### config.mk
export PLATFORM = sky130hd
export DESIGN_NAME = network_input_descriptor_arbiter
export DESIGN_NICKNAME = d
export VERILOG_FILES = /design/src/rtl/network_input_descriptor_arbiter_pkg.sv /design/src/rtl/network_input_descriptor_arbiter_fifo.sv /design/src/rtl/network_input_descriptor_arbiter.sv
export SDC_FILE = /design/constraint.sdc
export NUM_CORES = 1
export LEC_CHECK = 0
export ABC_AREA = 1
export BUFFER_PORTS_ARGS = -buffer_cell sky130_fd_sc_hd__buf_2
export CAP_MARGIN = 20
export CORE_UTILIZATION = 40
export CTS_CLUSTER_DIAMETER = 40
export DETAILED_ROUTE_END_ITERATION = 7
export HOLD_SLACK_MARGIN = 0.06
export PLACE_DENSITY = 0.69
export SYNTH_ARGS = -nofsm -noshare
export SYNTH_HDL_FRONTEND = slang
export SYNTH_SLANG_ARGS = --single-unit
export TNS_END_PERCENT = 30
### constraint.sdc
create_clock -name clk_sys -period 6.1 [get_ports clk_sys]
set_input_delay 0.61 -clock clk_sys [delete_from_list [all_inputs] [get_ports clk_sys]]
set_output_delay 0.61 -clock clk_sys [all_outputs]
set_load 0.01 [all_outputs]
### src/rtl/network_input_descriptor_arbiter_pkg.sv
// +--------------------------------------------------------------------------+
// | network_input_descriptor_arbiter_pkg: shared widths, FSM codes, layout   |
// | Rev 1.0                                                                  |
// +--------------------------------------------------------------------------+
`default_nettype none

package network_input_descriptor_arbiter_pkg;

  localparam logic [0:0] OUT_IDLE = 1'b0;
  localparam logic [0:0] OUT_WAIT = 1'b1;

  // FIFO entry layout, MSB first: {class, inport, descriptor}
  localparam int ENTRY_DESC_LSB = 0;

  function automatic int port_iw(input int n);
    return ($clog2(n) > 1) ? $clog2(n) : 1;
  endfunction

  function automatic int entry_inport_lsb(input int dw);
    return ENTRY_DESC_LSB + dw;
  endfunction

  function automatic int entry_class_bit(input int dw, input int iw);
    return ENTRY_DESC_LSB + dw + iw;
  endfunction

  function automatic int entry_width(input int dw, input int iw);
    return dw + iw + 1;
  endfunction

endpackage

`default_nettype wire

### src/rtl/network_input_descriptor_arbiter_fifo.sv
// +--------------------------------------------------------------------------+
// | desc_sync_fifo: show-ahead synchronous FIFO with occupancy count         |
// | Rev 1.0                                                                  |
// +--------------------------------------------------------------------------+
`default_nettype none

module desc_sync_fifo #(
  parameter int WIDTH = 60,
  parameter int DEPTH = 8
) (
  input  logic                     clk,
  input  logic                     rst_n,
  input  logic                     push,
  input  logic [WIDTH-1:0]         wr_data,
  input  logic                     pop,
  output logic [WIDTH-1:0]         rd_data,
  output logic                     full,
  output logic                     empty,
  output logic [$clog2(DEPTH):0]   usedw
);

  localparam int AW = $clog2(DEPTH);
  localparam int UW = AW + 1;

  logic [WIDTH-1:0] mem [DEPTH];
  logic [AW-1:0]    wr_ptr;
  logic [AW-1:0]    rd_ptr;
  logic             do_push;
  logic             do_pop;

  assign full    = (usedw == UW'(DEPTH));
  assign empty   = (usedw == '0);
  assign do_push = push && !full;
  assign do_pop  = pop && !empty;
  assign rd_data = mem[rd_ptr];

  always_ff @(posedge clk) begin
    if (do_push) begin
      mem[wr_ptr] <= wr_data;
    end
  end

  // Pointers wrap naturally because DEPTH is a power of two
  always_ff @(posedge clk or negedge rst_n) begin
    if (!rst_n) begin
      wr_ptr <= '0;
      rd_ptr <= '0;
      usedw  <= '0;
    end else begin
      if (do_push) wr_ptr <= wr_ptr + AW'(1);
      if (do_pop)  rd_ptr <= rd_ptr + AW'(1);
      case ({do_push, do_pop})
        2'b10:   usedw <= usedw + UW'(1);
        2'b01:   usedw <= usedw - UW'(1);
        default: usedw <= usedw;
      endcase
    end
  end

endmodule

`default_nettype wire

### src/rtl/network_input_descriptor_arbiter.sv
// +--------------------------------------------------------------------------+
// | network_input_descriptor_arbiter: round-robin N-port descriptor merger   |
// | Rev 1.0                                                                  |
// +--------------------------------------------------------------------------+
`default_nettype none

module network_input_descriptor_arbiter
  import network_input_descriptor_arbiter_pkg::*;
#(
  parameter int  PORT_NUM   = 4,
  parameter int  DESC_WIDTH = 57,
  parameter int  FIFO_DEPTH = 8,
  localparam int PORT_IW    = port_iw(PORT_NUM),
  localparam int USEDW_W    = $clog2(FIFO_DEPTH) + 1
) (
  input  logic                             clk_sys,
  input  logic                             reset_n,
  input  logic [PORT_NUM-1:0]              port_type,
  input  logic [PORT_NUM-1:0]              iv_descriptor_wr,
  input  logic [PORT_NUM*DESC_WIDTH-1:0]   iv_descriptor,
  output logic [PORT_NUM-1:0]              ov_descriptor_ack,
  output logic                             o_descriptor_wr_to_host,
  output logic                             o_descriptor_wr_to_network,
  output logic [DESC_WIDTH-1:0]            ov_descriptor,
  output logic [PORT_IW-1:0]               ov_descriptor_inport,
  input  logic                             i_descriptor_ack,
  output logic [PORT_NUM-1:0]              ov_desc_accept_pulse,
  output logic [USEDW_W-1:0]               ov_fifo_usedw,
  output logic                             ov_output_state
);

  localparam int ENTRY_W    = entry_width(DESC_WIDTH, PORT_IW);
  localparam int INPORT_LSB = entry_inport_lsb(DESC_WIDTH);
  localparam int CLASS_BIT  = entry_class_bit(DESC_WIDTH, PORT_IW);

  logic [PORT_IW-1:0]    last_grant;
  logic [PORT_NUM-1:0]   eligible;
  logic [PORT_NUM-1:0]   grant_onehot;
  logic                  grant_valid;
  logic [PORT_IW-1:0]    grant_idx;
  logic [PORT_IW-1:0]    cand_idx;
  int                    cand;
  logic [DESC_WIDTH-1:0] sel_desc;
  logic                  sel_class;
  logic [ENTRY_W-1:0]    push_entry;
  logic [ENTRY_W-1:0]    head_entry;
  logic                  fifo_full;
  logic                  fifo_empty;
  logic                  fifo_pop;
  logic [0:0]            out_state;

  // A port acked last cycle is masked so its one-cycle wr drop is not re-granted
  assign eligible = iv_descriptor_wr & ~ov_descriptor_ack;

  always_comb begin
    grant_valid  = 1'b0;
    grant_idx    = '0;
    grant_onehot = '0;
    cand         = 0;
    cand_idx     = '0;
    if (!fifo_full) begin
      for (int k = 1; k <= PORT_NUM; k++) begin
        cand     = (int'(last_grant) + k) % PORT_NUM;
        cand_idx = PORT_IW'(cand);
        if (!grant_valid && eligible[cand_idx]) begin
          grant_valid            = 1'b1;
          grant_idx              = cand_idx;
          grant_onehot[cand_idx] = 1'b1;
        end
      end
    end
  end

  always_comb begin
    sel_desc = '0;
    for (int i = 0; i < PORT_NUM; i++) begin
      if (grant_onehot[i]) begin
        sel_desc = iv_descriptor[i*DESC_WIDTH +: DESC_WIDTH];
      end
    end
  end

  // Class is frozen into the entry at accept time
  assign sel_class  = |(port_type & grant_onehot);
  assign push_entry = {sel_class, grant_idx, sel_desc};

  always_ff @(posedge clk_sys or negedge reset_n) begin
    if (!reset_n) begin
      last_grant           <= PORT_IW'(PORT_NUM - 1);
      ov_descriptor_ack    <= '0;
      ov_desc_accept_pulse <= '0;
    end else begin
      ov_descriptor_ack    <= grant_onehot;
      ov_desc_accept_pulse <= grant_onehot;
      if (grant_valid) begin
        last_grant <= grant_idx;
      end
    end
  end

  desc_sync_fifo #(
    .WIDTH (ENTRY_W),
    .DEPTH (FIFO_DEPTH)
  ) u_fifo (
    .clk     (clk_sys),
    .rst_n   (reset_n),
    .push    (grant_valid),
    .wr_data (push_entry),
    .pop     (fifo_pop),
    .rd_data (head_entry),
    .full    (fifo_full),
    .empty   (fifo_empty),
    .usedw   (ov_fifo_usedw)
  );

  assign fifo_pop        = (out_state == OUT_IDLE) && !fifo_empty;
  assign ov_output_state = out_state;

  always_ff @(posedge clk_sys or negedge reset_n) begin
    if (!reset_n) begin
      out_state                  <= OUT_IDLE;
      o_descriptor_wr_to_host    <= 1'b0;
      o_descriptor_wr_to_network <= 1'b0;
      ov_descriptor              <= '0;
      ov_descriptor_inport       <= '0;
    end else begin
      case (out_state)
        OUT_IDLE: begin
          if (!fifo_empty) begin
            ov_descriptor              <= head_entry[ENTRY_DESC_LSB +: DESC_WIDTH];
            ov_descriptor_inport       <= head_entry[INPORT_LSB +: PORT_IW];
            o_descriptor_wr_to_host    <= head_entry[CLASS_BIT];
            o_descriptor_wr_to_network <= ~head_entry[CLASS_BIT];
            out_state                  <= OUT_WAIT;
          end
        end
        OUT_WAIT: begin
          if (i_descriptor_ack) begin
            o_descriptor_wr_to_host    <= 1'b0;
            o_descriptor_wr_to_network <= 1'b0;
            out_state                  <= OUT_IDLE;
          end
        end
        default: out_state <= OUT_IDLE;
      endcase
    end
  end

endmodule

`default_nettype wire

# [After elaboration in Yosys (flattened, before gate mapping)]
# Memory sizes are Yosys's and may differ from the RTL's.
# Index checks and enable logic that the tools add are counted.
[totals] input_bits=239 wordCells=113 memories=1 out_inout_bits=74 reg_bits=78 ramBits=480
[op_classes] n_addsub=8 bitwise=9 n_eq_ne=5 muxes=52 n_reduce_logical=20 magnitude_cmp=8
[mem_list] name="u_fifo.mem" depth=8 word_bits=60 rd=1 rd_ports_with_merged_regs=0 write_ports=1 line="network_input_descriptor_arbiter_fifo.sv:25" rtl="logic [WIDTH-1:0] mem [DEPTH];"
[ops] cell="$mux W57" count=4
[ops] cell="$mux W4" count=8
[ops] cell="$mux W1" count=23
[ops] cell="$lt A2 B3 Y1 const B" count=4
[ops] cell="$or A4 B4 Y4" count=3
[ops] cell="$logic_and A1 B1 Y1" count=10
[ops] cell="$mux W2" count=5
[ops] cell="$and A4 B4 Y4" count=2
[ops] cell="$bmux W1 S2" count=4
[ops] cell="$demux W1 S2" count=4
[ops] cell="$ge A2 B1 Y1 const B" count=4
[ops] cell="$pmux W4 S2" count=1
[ops] cell="$add A3 B1 Y3 const B" count=2
[ops] cell="$pmux W1 S2" count=3
[ops] cell="$logic_not A1 Y1" count=5
[ops] cell="$add A2 B1 Y2 const B" count=2
[ops] cell="$add A2 B2 Y2 const B" count=2
[ops] cell="$add A4 B1 Y4 const B" count=1
[ops] cell="$eq A4 B4 Y1 const B" count=1
[ops] cell="$logic_not A4 Y1" count=1
[ops] cell="$ne A2 B2 Y1 const B" count=2
[ops] cell="$not A4 Y4" count=1
[ops] cell="$reduce_and A2 Y1" count=2
[ops] cell="$reduce_or A4 Y1" count=1
[ops] cell="other kinds (5)" count=7

# [Logic depth before layout (Yosys ltp)]
[logic_depth] word_depth=22 mapped_depth=18 depth_no_buf=18

# [Hierarchy]
# Synthesis repeated with hierarchy kept, for this count alone.
[hier_totals] hier_cells=3222 area_unflattened_um2=27294.9
[by_module_without_submodules] module="desc_sync_fifo" n_inst=1 seq_area_each_um2=14664.1 cells_each=2156 area_each_um2=21226.6
[by_module_without_submodules] module="network_input_descriptor_arbiter" n_inst=1 seq_area_each_um2=1704.1 cells_each=1066 area_each_um2=6068.3

# [Worst setup path before layout]
# Ideal clock, no wire load.
[synth_timing] path_kind="register to register" from="register last_grant[0]" to="memory u_fifo.mem[0][0], enable pin" slack_ns=1.227 required_ns=5.622 setup_time_ns=0.478 period_less_slack_ns=4.873 path_stages_with_launch=12 arrival_ns=4.395 n_path_buf=0 cell_sequence="dfstp_2 > inv_2 > ha_1 > inv_1 > nand3_2 > nand2_4 > nand2_2 > nor2_4 > inv_1 > o21ai_2 > or2_2 > nor2_1"
[synth_between] elab_chain_len=20 elab_cells_between_ends=29 classes_between="4 x add/sub; 18 x mux; 7 x reduce/logical"
[synth_rtl] element="start: declaration" line="network_input_descriptor_arbiter.sv:36" rtl="logic [PORT_IW-1:0] last_grant;"
[synth_rtl] element="start signal: assignment" line="network_input_descriptor_arbiter.sv:89" rtl="last_grant <= PORT_IW'(PORT_NUM - 1);"
[synth_rtl] element="start signal: assignment" line="network_input_descriptor_arbiter.sv:96" rtl="last_grant <= grant_idx;"
[synth_rtl] element="$add A2 B1 Y2" line="network_input_descriptor_arbiter.sv:63" rtl="cand = (int'(last_grant) + k) % PORT_NUM;"
[synth_rtl] element="$bmux W1 S2" line="network_input_descriptor_arbiter.sv:65" rtl="if (!grant_valid && eligible[cand_idx]) begin"
[synth_rtl] element="$mux W1 (not written as such)" line="network_input_descriptor_arbiter.sv:65"
[synth_rtl] element="$mux W1" line="network_input_descriptor_arbiter.sv:65"
[synth_rtl] element="$mux W1" line="network_input_descriptor_arbiter.sv:61" rtl="if (!fifo_full) begin"
[synth_rtl] element="$logic_not A1 Y1" line="network_input_descriptor_arbiter.sv:65"
[synth_rtl] element="$logic_and A1 B1 Y1" line="network_input_descriptor_arbiter.sv:65"
[synth_rtl] element="$mux W1" line="network_input_descriptor_arbiter.sv:65"
[synth_rtl] element="[... 4 more ...]"
[synth_rtl] element="$mux W1" line="network_input_descriptor_arbiter.sv:61"
[synth_rtl] element="$logic_not A1 Y1" line="network_input_descriptor_arbiter.sv:65"
[synth_rtl] element="$logic_and A1 B1 Y1" line="network_input_descriptor_arbiter.sv:65"
[synth_rtl] element="$mux W1 *" line="network_input_descriptor_arbiter.sv:65"
[synth_rtl] element="$mux W1 *" line="network_input_descriptor_arbiter.sv:61"
[synth_rtl] element="$logic_and A1 B1 Y1 *" line="network_input_descriptor_arbiter_fifo.sv:33" rtl="assign do_push = push && !full;"
[synth_rtl] element="$mux W1 *" line="network_input_descriptor_arbiter_fifo.sv:38" rtl="if (do_push) begin"
[synth_rtl] element="$mux W1 (not written as such) *" line="network_input_descriptor_arbiter_fifo.sv:39" rtl="mem[wr_ptr] <= wr_data;"
[synth_rtl] element="end: declaration" line="network_input_descriptor_arbiter_fifo.sv:25"
# Every way passes the cells marked *; elsewhere a longest branch is shown, timed or not. The select of a mux whose other input is x is not followed.

# [Worst setup path after layout]
[layout_timing] from="register last_grant[0]" to="memory u_fifo.mem[4][21], data pin"
[layout_between] elab_chain_len=21 elab_cells_between_ends=59 classes_between="4 x add/sub; 8 x order compare; 34 x mux; 3 x bitwise; 10 x reduce/logical"
[layout_rtl] element="parallel branches: the longest is 15 deep, another holds $lt A2 B3 Y1"
[layout_rtl] element="$mux W4 *" line="network_input_descriptor_arbiter.sv:65"
[layout_rtl] element="$mux W4 *" line="network_input_descriptor_arbiter.sv:61"
[layout_rtl] element="$mux W57 (3 in a row)" line="network_input_descriptor_arbiter.sv:77" rtl="if (grant_onehot[i]) begin"
[layout_rtl] element="$mux W57 *" line="network_input_descriptor_arbiter.sv:77"
[layout_rtl] element="via sel_desc[21]" line="network_input_descriptor_arbiter.sv:43" rtl="logic [DESC_WIDTH-1:0] sel_desc;"
# Mark *: on every way through the listed nets, which the timed path passes. The select of a mux whose other input is x is not followed.

==> results.cfg <==
[yosys]
synth_area_leaders = edfxtp_1, dfrtp_1, nand2_1
ys_seq_area_frac = 0.659
syn_nets = 2609
synth_warnings = 0
synth_area_um2 = 24800
synth-edff-count = 480
synthDistinctLibCells = 38
yosys.area.top_type = edfxtp_1
syn_avg_cell_area_um2 = 10.5
synth-compound-area-share = 0.0970
synth-seq-cells = 558
synth_top_family_by_area = simple AND/OR/NAND/NOR gates
synth-xor-area-share = 0.00247
yosys.area_share.simple = 0.172
synthMuxAreaShare = 0
syn_inst = 2356
synthArstFlopShare = 0.140
synth_fa_ha_area_frac = 0.00736
synthFlopType = edfxtp_1
synth_top_area_frac = 0.581

[clock_tree]
post_cts_buffers = 0
clock-sinks = 558
cts_tree = yes
cts-root-buf = clkbuf_16
clk_pin_slew_worst_paths_ps = 60
cts_inserted_buffers = 60
clock_latency_ps = 600
htree_levels = 2
clock_path_buffers = 3

[routing]
wirelength_mm = 74.1
drt_iter0_markers = 1955
wl_per_cell_um = 21.6
ant_nets = 0
drc_errors = 0
dr.pass1.iters = 7
viasPerCell = 5.52
num_vias = 19000

[setup_path]
slowest_stage = nand2_2
crit_path_cell_trace = inv_2, ha_1, inv_1, nand3_2, nand2_4, nand2_2, nor2_4, nand2_1, inv_2, nand2_2, nand2_4, nand2_2, buf_4, nand3_1, nand2_1, nand2_1
required_ps = 6500
end_kind = register
max_stage_delay_ps = 750
crit_path_start_kind = register
cp.arrival_ps = 4700
worst-setup-path-type = reg -> reg
critPathMaxFanout = 58

[final_layout]
postLayoutCoreUtil = 0.479
fin_cells = 3437
layout.nets = 2855
drive_above_1_share = 0.192
synthToLayoutAreaGrowth_pct = 17.2
multi_input_area_um2 = 7010
stdcell_area_um2 = 29100
seqCellArea_um2 = 16400
nFillCells = 5546
final_common_cell = edfxtp_1
final_cell_mix = edfxtp_1, nand2_1, buf_2

[sta]
setup-tns-final_ps = 0
timing.slew.headroom = 0.264
skew_ps = 31.1
rsz0062_at_grt = false
setup_violations = 0
worst_slew_pin_slew_ps = 1100
post-route-period-util = 0.706
finalHoldViolCount = 0
clock.fmax_mhz = 232
final.min_clock_period_ps = 4310
slew_violations = 0

[place]
gp_congestion = 0.888
portBuffers = 312
place_hpwl_mm = 46.6
place_inst = 3321
dpl-instance-area_um2 = 27000

[global_routing]
antenna_found_initial = 5
use_met1 = 0.329
top_usage_layer = met2
globalRouteOverflowTotal = 0
grt_pass1_vias = 18500
track_usage = 0.231
grt_pass1_wl_mm = 111
grt_util_met3 = 0.0374
grt_max_degree = 118
use_met2 = 0.362

[floorplanning]
rows = 90
die_width_um = 251
die-area_um2 = 63100
fp.dieH_um = 251
coreArea_um2 = 60800
initial_core_util = 0.408
ios = 313

[run_status]
outcome = finished clean

[hold_path]
hold_path_class = in -> reg

[flow_run]
drv_cap = 0
-- critical path, delay by kind of cell, from the launching register on --
kind / cells / cell delay, ps
buffers and inverters: 4 / 830
AND/OR/NAND/NOR: 11 / 2190
adder cells (fa/ha/maj): 1 / 370
flip-flops: 1 / 660
-- cell families (layout without fill, tap and decap cells) --
logic type	count (synthesis)	count (layout)
compound gates	387	387
other cells	0	2
simple gates	1023	1023
xor+xnor	7	7
fa+ha+maj	14	14
buf+inv	367	664
flops	558	558
-- area by class of cell --
cell class,instances,area share
well taps,782,0.0336
multi-input cells,1431,0.241
flip-flops and latches,558,0.563
clock buffers,74,0.0555
diodes,2,0.000172
clock inverters,39,0.0167
repair buffers,347,0.0640
inverters,204,0.0265
-- sequential cells by signal (all words and copies together) (netlist names) --
register and cells:
u_fifo.mem 480, o_descriptor_wr_to_network 1, ov_descriptor_inport 2, u_fifo.usedw 4
ov_descriptor 57, o_descriptor_wr_to_host 1, u_fifo.rd_ptr 3, ov_desc_accept_pulse 4
last_grant 2, ov_output_state 1, u_fifo.wr_ptr 3
-- synth_stat cells (all sizes together) (6+ instances only) --
cell	n
buf	64
xor2	6
nor2	315
inv	203
nand2	466
o211ai	14
dfrtp	76
o221ai	106
edfxtp	480
ha	13
nand3	240
clkbuf	99
o21ai	245
o22ai	12
-- metal layers --
| layer | part of all wire | wire (µm) |
|---|---|---|
| met5 | 0.00055 | 41 |
| met4 | 0.024 | 1790 |
| met3 | 0.091 | 6760 |
| met2 | 0.46 | 34000 |
| met1 | 0.42 | 31500 |
-- worst paths after layout --
| path | from | slack (ps) | cells past startpoint | endpoint |
|---|---|---|---|---|
| worst min-delay path | i_descriptor_ack | 210 | 2 | ov_output_state$_DFF_PN0_ |
| worst min register to register | ov_descriptor[25]$_DFFE_PN0P_ | 480 | 2 | ov_descriptor[25]$_DFFE_PN0P_ |
| min in group asynchronous | reset_n | 600 | 2 | ov_descriptor[49]$_DFFE_PN0P_ |
| max in group asynchronous | reset_n | 4410 | 3 | u_fifo.rd_ptr[0]$_DFFE_PN0P_ |
| worst max register to register | last_grant[0]$_DFFE_PN1P_ | 1790 | 16 | u_fifo.mem[4][21]$_DFFE_PP_ |
| worst max-delay path | last_grant[0]$_DFFE_PN1P_ | 1790 | 16 | u_fifo.mem[4][21]$_DFFE_PP_ |
-- per-stage QoR --
| stage | setup slack [ps] | hold WS (ps) |
|---|---|---|
| floorplan | 1230 | 314 |
| finish | 1790 | 207 |
| detailed placement | 1860 | 463 |
| CTS | 1840 | 184 |
| global route | 1430 | 211 |
| global placement | 1900 | 459 |
-- timing repair --
| item | in CTS | in global routing |
|---|---|---|
| hold endpoints to repair | 12 | 0 |
| gates resized for setup | 0 | 0 |
| hold buffers | 1 | 0 |
Power is not shown: default switching activity piles up to over one toggle a cycle in this logic, so the estimate is an artifact.
